**config.mk**
```make
export PLATFORM = sky130hd
export DESIGN_NAME = irq_timer
export DESIGN_NICKNAME = d
export VERILOG_FILES = /design/src/rtl/irq_timer.sv
export SDC_FILE = /design/constraint.sdc
export NUM_CORES = 1
export LEC_CHECK = 0
export ABC_AREA = 1
export ABC_CLOCK_PERIOD_IN_PS = 4000
export CORE_MARGIN = 10
export CORE_UTILIZATION = 50
export CTS_CLUSTER_SIZE = 14
export DETAILED_ROUTE_END_ITERATION = 8
export MAX_ROUTING_LAYER = met4
export PLACE_DENSITY = 0.86
export SLEW_MARGIN = 20
export SYNTH_ARGS = -nofsm -noshare
export SYNTH_HDL_FRONTEND = slang
export SYNTH_SLANG_ARGS = --single-unit
```
**constraint.sdc**
```tcl
create_clock -name clk -period 4 [get_ports clk]
set_input_delay 0.4 -clock clk [delete_from_list [all_inputs] [get_ports clk]]
set_output_delay 0.4 -clock clk [all_outputs]
set_load 0.05 [all_outputs]
```
**src/rtl/irq_timer.sv**
```systemverilog
// Memory-mapped programmable down-counter that raises irq when it reaches zero.
// Three word registers: CTRL (EN/MODE/IM), PRESET, COUNT (read-only).
module irq_timer (
  input  logic        clk,
  input  logic        reset,
  input  logic [1:0]  addr,
  input  logic        we,
  input  logic [31:0] din,
  output logic [31:0] dout,
  output logic        irq
);

  localparam logic [1:0] ST_IDLE = 2'd0;
  localparam logic [1:0] ST_LOAD = 2'd1;
  localparam logic [1:0] ST_CNT  = 2'd2;
  localparam logic [1:0] ST_INT  = 2'd3;

  localparam logic [1:0] A_CTRL   = 2'd0;
  localparam logic [1:0] A_PRESET = 2'd1;
  localparam logic [1:0] A_COUNT  = 2'd2;

  logic [1:0]  state;
  logic        en;
  logic [1:0]  mode;
  logic        im;
  logic [31:0] preset;
  logic [31:0] count;
  logic        irq_flag;

  logic ctrl_wr;
  logic preset_wr;

  assign ctrl_wr   = we && (addr == A_CTRL);
  assign preset_wr = we && (addr == A_PRESET);

  always_ff @(posedge clk) begin
    if (reset) begin
      state    <= ST_IDLE;
      en       <= 1'b0;
      mode     <= 2'd0;
      im       <= 1'b0;
      preset   <= 32'd0;
      count    <= 32'd0;
      irq_flag <= 1'b0;
    end else begin
      case (state)
        ST_IDLE: begin
          if (en) state <= ST_LOAD;
        end
        ST_LOAD: begin
          count <= preset;
          state <= ST_CNT;
        end
        ST_CNT: begin
          if (!en) begin
            state <= ST_IDLE;
          end else if (count > 32'd1) begin
            count <= count - 32'd1;
          end else begin
            // PRESET of 0 lands here too, so it behaves like PRESET of 1
            count    <= 32'd0;
            irq_flag <= 1'b1;
            state    <= ST_INT;
          end
        end
        ST_INT: begin
          if (mode == 2'd1) irq_flag <= 1'b0;
          else              en       <= 1'b0;
          state <= ST_IDLE;
        end
        default: state <= ST_IDLE;
      endcase

      if (preset_wr) preset <= din;

      // A CTRL write overrides the one-shot EN clear and acknowledges the interrupt
      if (ctrl_wr) begin
        en       <= din[0];
        mode     <= din[2:1];
        im       <= din[3];
        irq_flag <= 1'b0;
      end
    end
  end

  assign irq = irq_flag & im;

  always_comb begin
    dout = 32'd0;
    case (addr)
      A_CTRL:   dout = {28'd0, im, mode, en};
      A_PRESET: dout = preset;
      A_COUNT:  dout = count;
      default:  dout = 32'd0;
    endcase
  end

endmodule

```
==> results of run 1 <==
==> power groups by stage <==
stage	clock network, mW	logic (mW)	registers [mW]
5_1_grt	0.598	0.539	0.769
4_1_cts	0.575	0.481	0.764
6_report	0.567	0.483	0.765
3_3_place_gp	0	0.468	0.779
2_1_floorplan	0	0.339	0.773
3_5_place_dp	0	0.478	0.781
==> worst paths after layout <==
kind	from	endpoint	slack (ns)	depth (start not counted)
hold / removal	preset[12]	preset[12]	0.47	2
setup / recovery	addr[0]	dout[14]	0.88	8
setup reg to reg	count[0]	count[4]	1.73	9
hold reg to reg	preset[12]	preset[12]	0.47	2
==> state kept, by name, summed over array words and instances, names as in the netlist <==
name and cells:
preset 32, irq_flag 1, count 32, mode 2
en 1, state 2, im 1
==> stage by stage <==
step / worst slack (ns) / cell area, sq um / power (mW) / util (%)
CTS: 0.861 / 4880 / 1.82 / 63.2
finish: 0.878 / 4880 / 1.82 / 63.2
detailed placement: 0.866 / 4690 / 1.26 / 60.7
floorplan: 1.61 / 3970 / 1.11 / -
global placement: 0.968 / 4690 / 1.25 / 60.7
global route: 0.773 / 4880 / 1.91 / 63.2
==> critical path: stages <==
cell and delay, ns:
clkdlybuf4s50_1 0.48, inv_1 0.05, nor2_1 0.08, buf_4 0.15, inv_1 0.23, buf_4 0.30
o22ai_1 0.16, clkdlybuf4s50_1 0.84
==> kinds of logic after synthesis <==
logic type                 count (synthesis)  synth area share (%)
AOI/OAI and AO/OA                        213                  28.6
adders and majority gates                  2                 0.631
buffers and inverters                    110                  10.9
xor gates and xnor gates                  11                  2.43
DFF                                       71                  35.8
and+or+nand+nor                          199                  21.6
==> metal layers <==
metal	up-vias	routed length, microns	track usage (%)
met5	-	0	-
met3	16	650	4.13
li1	2131	-	-
met4	0	132	5.37
met1	1944	5010	23.0
met2	131	6080	36.2
==> cells in the final DEF, fill, tap and decap left out, drive strengths merged <==
| master | n |
|---|---|
| a21oi | 99 |
| nand2 | 85 |
| o21ai | 81 |
| inv | 80 |
| nor2 | 74 |
| dfxtp | 71 |
| clkdlybuf4s50 | 69 |
| nand3 | 31 |
| o22ai | 28 |
| xor2 | 11 |
| clkbuf | 11 |
| buf | 5 |
| o221ai | 4 |
| nor3 | 4 |
| nand4 | 2 |
| ha | 2 |
| clkinvlp | 2 |
| clkinv | 2 |
| nand3b | 1 |
| a211oi | 1 |
| or2 | 1 |
| nor4 | 1 |
| bufinv | 1 |
==> final cells by class <==
cell class	count	area (sq um)	share of cell area (%)
clock inverters	5	58.8	1.20
repair buffers	74	728	14.9
clock buffers	11	131	2.69
multi-input cells	425	2110	43.3
well taps	102	128	2.61
inverters	80	300	6.15
flip-flops and latches	71	1420	29.1
==> run summary, run 1 <==
final wirelength = 11,900 microns
clk_skew = 0.0110 ns
ys async rst share = 0%
vias in the first global route = 4,171
Commonest cells post-synth = a21oi_1 (97), nand2_1 (80), inv_1 (78)
placed instance count = 752
IO Pins = 70
CTS Buf Count = 9
die span in x = 109 microns
hpwl dp = 8400 microns
max_cap viols = 0
Die Y = 109 microns
Worst-Margin Slew = 0.953 ns
Antenna Cells = 0
Vias = 4,222
Site Rows = 32
final worst-path cycle share = 78.1%
Worst EP arrival = 2.72 ns
crit path capture type = output port
Slew Limit Fails = 0
Via density = 5.50
Die ar. = 11,900 sq um
DR iter-0 viols = 248
Area Growth Syn to Fin = 23.1%
deepest clock path buffer count = 2
Internal = 1.19 mW
WL per Instance = 15.5 microns
Final nets = 700
crit-path max FO = 15
unrepaired setup endpoints after global routing = false
Layout fillers = 714
GRT Util Overall = 20.5%
main area contributors after synthesis = dfxtp_1 (36%), a21oi_1 (12%), o21ai_0 (9.7%)
Hold Violations, Final = 0
Mapped Area = 3970 sq um
Leak = 1.91 nW
RD Place Congestion = 0.894
Setup crit start kind = input port
CORE AREA = 7730 sq um
status = completed
Synth area leader = dfxtp_1
Synth Flop Type = dfxtp_1
CTS Root Cell = clkbuf_8
Post-CTS Hold Fix Bufs = 0
top-count cell post-synth = a21oi_1
net switching fraction of the power = 34.2%
Sink Count = 71
HP Class = flop to flop
first-pass GRT wire length = 19,500 microns
Clock Latency Late Sink = 0.35 ns
Synth Area per Inst = 6.55 sq um
Synth Register Bits = 71
worst endpoint required time = 3.60 ns
Comb pwr share = 26.6%
grt ovf = 0
Post-synth EDFFs = 0
sequential share of power = 42.1%
endpoints failing setup = 0
cells after synthesis = 606
CTS resizes = 0
Syn. warnings = 0
Max Clk Rate = 320 MHz
setup TNS = 0 ns
port bufs = 69
PD cells = 372 nW/um^2
initial antenna violation count = 0
hold slack = 0.474 ns
TritonCTS clock tree = built
largest net degree at the start of global routing = 62
Post-Layout Cell Count = 768
Final Critical Period = 3.12 ns
DRC Markers = 0
VDD IR max = 0.000219 V
Initial Util = 51.3%
layout cell share with drive strength beyond 1 = 5.56%
htree depth = 3
# Post-CTS Setup Buffers = 0
Crit Path Class = input port to output port
Detail Route Antenna Nets = 0
Slew headroom = 36.2%
Synth top area share = 35.8%
sequential area share after synthesis = 35.8%
clock network power share = 31.2%
post-synthesis cell type count = 29
Pre-antenna DRT Iters = 5
Clk pin slew, worst setup/hold paths = 0.08 ns
syn_nets = 645
Switch Pwr = 0.622 mW
No activity file was read; power rests on OpenSTA's default activity.
==> inputs of run 2 (changes only) <==
- ABC_CLOCK_PERIOD_IN_PS: 4000 -> 3000
- clock period: 4 -> 3 ns (I/O delays scaled with it)
==> run 2 against run 1 <==
Effect of this change:
- global-route usage up 1.1 points
- die area unchanged
- critical path depth decreased by 3
- critical path type unchanged
==> run summary, run 2 (same netlist as run 1, synthesis figures left out) <==
Via density = 5.55 (was 5.50)
most common cell after layout, fill and taps aside = a21oi_1 (unchanged)
end of the critical path = dout[3] (was dout[14])
CP cell instances = clkdlybuf4s50_1 > nor2_1 > inv_1 > o221ai_1 > buf_12 (was clkdlybuf4s50_1 > inv_1 > nor2_1 > buf_4 > inv_1 > buf_4 > o22ai_1 > clkdlybuf4s50_1)
Hold Violations, Final = 0 (unchanged)
DRC Markers = 0 (unchanged)
port bufs = 69 (unchanged)
crit path capture type = output port (unchanged)
clk_skew = 0.00716 ns (was 0.0110 ns)
deepest clock path buffer count = 2 (unchanged)
hpwl dp = 8820 microns (was 8400 microns)
Crit path max-delay family = buffers and inverters (unchanged)
vias in the first global route = 4,220 (was 4,171)
Slew Limit Fails = 0 (unchanged)
worst endpoint required time = 2.70 ns (was 3.60 ns)
final worst-path cycle share = 84.2%
Detail Route Antenna Nets = 0 (unchanged)
register area = 1420 sq um (unchanged)
GRT Util Overall = 21.6% (was 20.5%)
Crit Path Class = input port to output port (unchanged)
CORE AREA = 7730 sq um (unchanged)
Max stage delay cell, worst path = inv_1 (was clkdlybuf4s50_1)
Worst EP arrival = 2.23 ns (was 2.72 ns)
Die ar. = 11,900 sq um (unchanged)
die span in x = 109 microns (unchanged)
Die Y = 109 microns (unchanged)
WP depth = 5 (was 8)
hold slack = 0.463 ns (was 0.474 ns)
CTS Root Cell = clkbuf_8 (unchanged)
Area Growth Syn to Fin = 32.0% (was 23.1%)
grt ovf = 0 (unchanged)
final wirelength = 12,300 microns (was 11,900 microns)
Post-CTS Hold Fix Bufs = 0 (unchanged)
r2r setup slk = 0.70 ns (was 1.73 ns)
Worst Setup Slack, final = 0.474 ns (was 0.878 ns)
Bufs and invs on worst path = 3 (was 6)
Layout fillers = 659 (was 714)
CTS Buf Count = 9 (unchanged)
Initial Util = 51.3% (unchanged)
Vias = 4,270 (was 4,222)
WL met3 = 644 microns (was 650 microns)
Worst-Margin Slew = 1.03 ns (was 0.953 ns)
Final Critical Period = 2.53 ns
Pre-antenna DRT Iters = 5 (unchanged)
CTS resizes = 0 (unchanged)
first-pass GRT wire length = 20,400 microns (was 19,500 microns)
status = completed (unchanged)
# Post-CTS Setup Buffers = 0 (unchanged)
largest net degree at the start of global routing = 36 (was 62)
Antenna Cells = 0 (unchanged)
R2R depth = 9 (unchanged)
Setup crit start kind = input port (unchanged)
HP Class = flop to flop (unchanged)
CP max stage delay = 0.74 ns (was 0.84 ns)
Leak = 2.08 nW (was 1.91 nW)
Max Clk Rate = 396 MHz
leading registers by flop count = count (32), preset (32) (unchanged)
RD Place Congestion = 0.893 (was 0.894)
Clock Latency Late Sink = 0.35 ns (about the same)
PD cells = 481 nW/um^2 (was 372 nW/um^2)
met1 WL = 5340 microns (was 5010 microns)
max_cap viols = 0 (unchanged)
Worst Setup SP = addr[1] (was addr[0])
VDD IR max = 0.000296 V (was 0.000219 V)
top sig layer = met4 (unchanged)
Multi-input gate area = 2110 sq um (unchanged)
initial antenna violation count = 0 (unchanged)
TritonCTS clock tree = built (unchanged)
WL per Instance = 16.0 microns (was 15.5 microns)
WHS Path Cells = 2 (unchanged)
Clk pin slew, worst setup/hold paths = 0.08 ns (about the same)
worst r2r dst = count[4] (unchanged)
Site Rows = 32 (unchanged)
commonest non-fill, non-tap cells in the layout = a21oi_1 (97), nand2_1 (79), inv_1 (78) (unchanged)
DR iter-0 viols = 248 (unchanged)
Final nets = 702 (was 700)
crit-path max FO = 29 (was 15)
layout cell share with drive strength beyond 1 = 10.8% (was 5.56%)
setup TNS = 0 ns (unchanged)
Slew headroom = 31.4% (was 36.2%)
unrepaired setup endpoints after global routing = false (unchanged)
dpl ws = 0.483 ns (was 0.866 ns)
metal2 WL = 6210 microns (was 6080 microns)
IO Pins = 70 (unchanged)
endpoints failing setup = 0 (unchanged)
htree depth = 3 (unchanged)
Sink Count = 71 (unchanged)
worst reg2reg path startpoint = count[0] (unchanged)
-- run 2: cell types whose count changed in the layout (fill, tap and decap cells not counted), sizes merged --
cell	previous run	this run
buf	5	39
clkdlybuf4s50	69	37
clkbuf	11	12
clkinv	2	1
-- run 2: metal layers --
metal | global-route usage, % | up-vias
li1 | - | 2134
met1 | 25.4 | 1996
met2 | 36.5 | 130
met3 | 4.78 | 10
met4 | 5.27 | 0
met5 | - | -
-- run 2: worst min path at each step --
stage,endpoint,start,slack (ns)
2_1_floorplan,preset[0],reset,0.37
3_3_place_gp,irq_flag,irq_flag,0.45
3_5_place_dp,irq_flag,irq_flag,0.45
4_1_cts,irq_flag,irq_flag,0.47
5_1_grt,irq_flag,irq_flag,0.50
6_report,irq_flag,irq_flag,0.46
-- run 2: worst register-to-register path, cell delays in order, from the launching register on --
cell	delay [ns]
dfxtp_1	0.38
inv_1	0.10
ha_1	0.26
nand2_2	0.15
nor2_4	0.09
nand2_4	0.12
nand2_4	0.08
a21oi_4	0.65
o21ai_0	0.22
a21oi_1	0.17
-- run 2: cell type report --
| type | instances | share of cell area [%] |
|---|---|---|
| timing repair buffer | 76 | 20.3 |
| inverter | 80 | 5.73 |
| multi-input combinational | 425 | 40.4 |
| clock buffer | 12 | 2.96 |
| clock inverter | 4 | 1.03 |
| tap | 102 | 2.44 |
| sequential | 71 | 27.1 |
-- run 2: report_power, final --
group	total, mW	internal (mW)	leakage [nW]	switching (mW)
sequential	1.02	0.985	0.578	0.0342
combinational	0.686	0.251	1.41	0.436
clock	0.810	0.431	0.0988	0.379
total	2.52	1.67	2.08	0.849
-- run 2: per-stage QoR --
| stage | utilization (%) | total power, mW | instances | instance area (sq um) |
|---|---|---|---|---|
| floorplan | - | 1.48 | 606 | 3970 |
| global placement | 65.1 | 1.71 | 754 | 5030 |
| detailed placement | 65.1 | 1.72 | 754 | 5030 |
| CTS | 67.8 | 2.52 | 770 | 5240 |
| global route | 67.8 | 2.64 | 770 | 5240 |
| finish | 67.8 | 2.52 | 770 | 5240 |
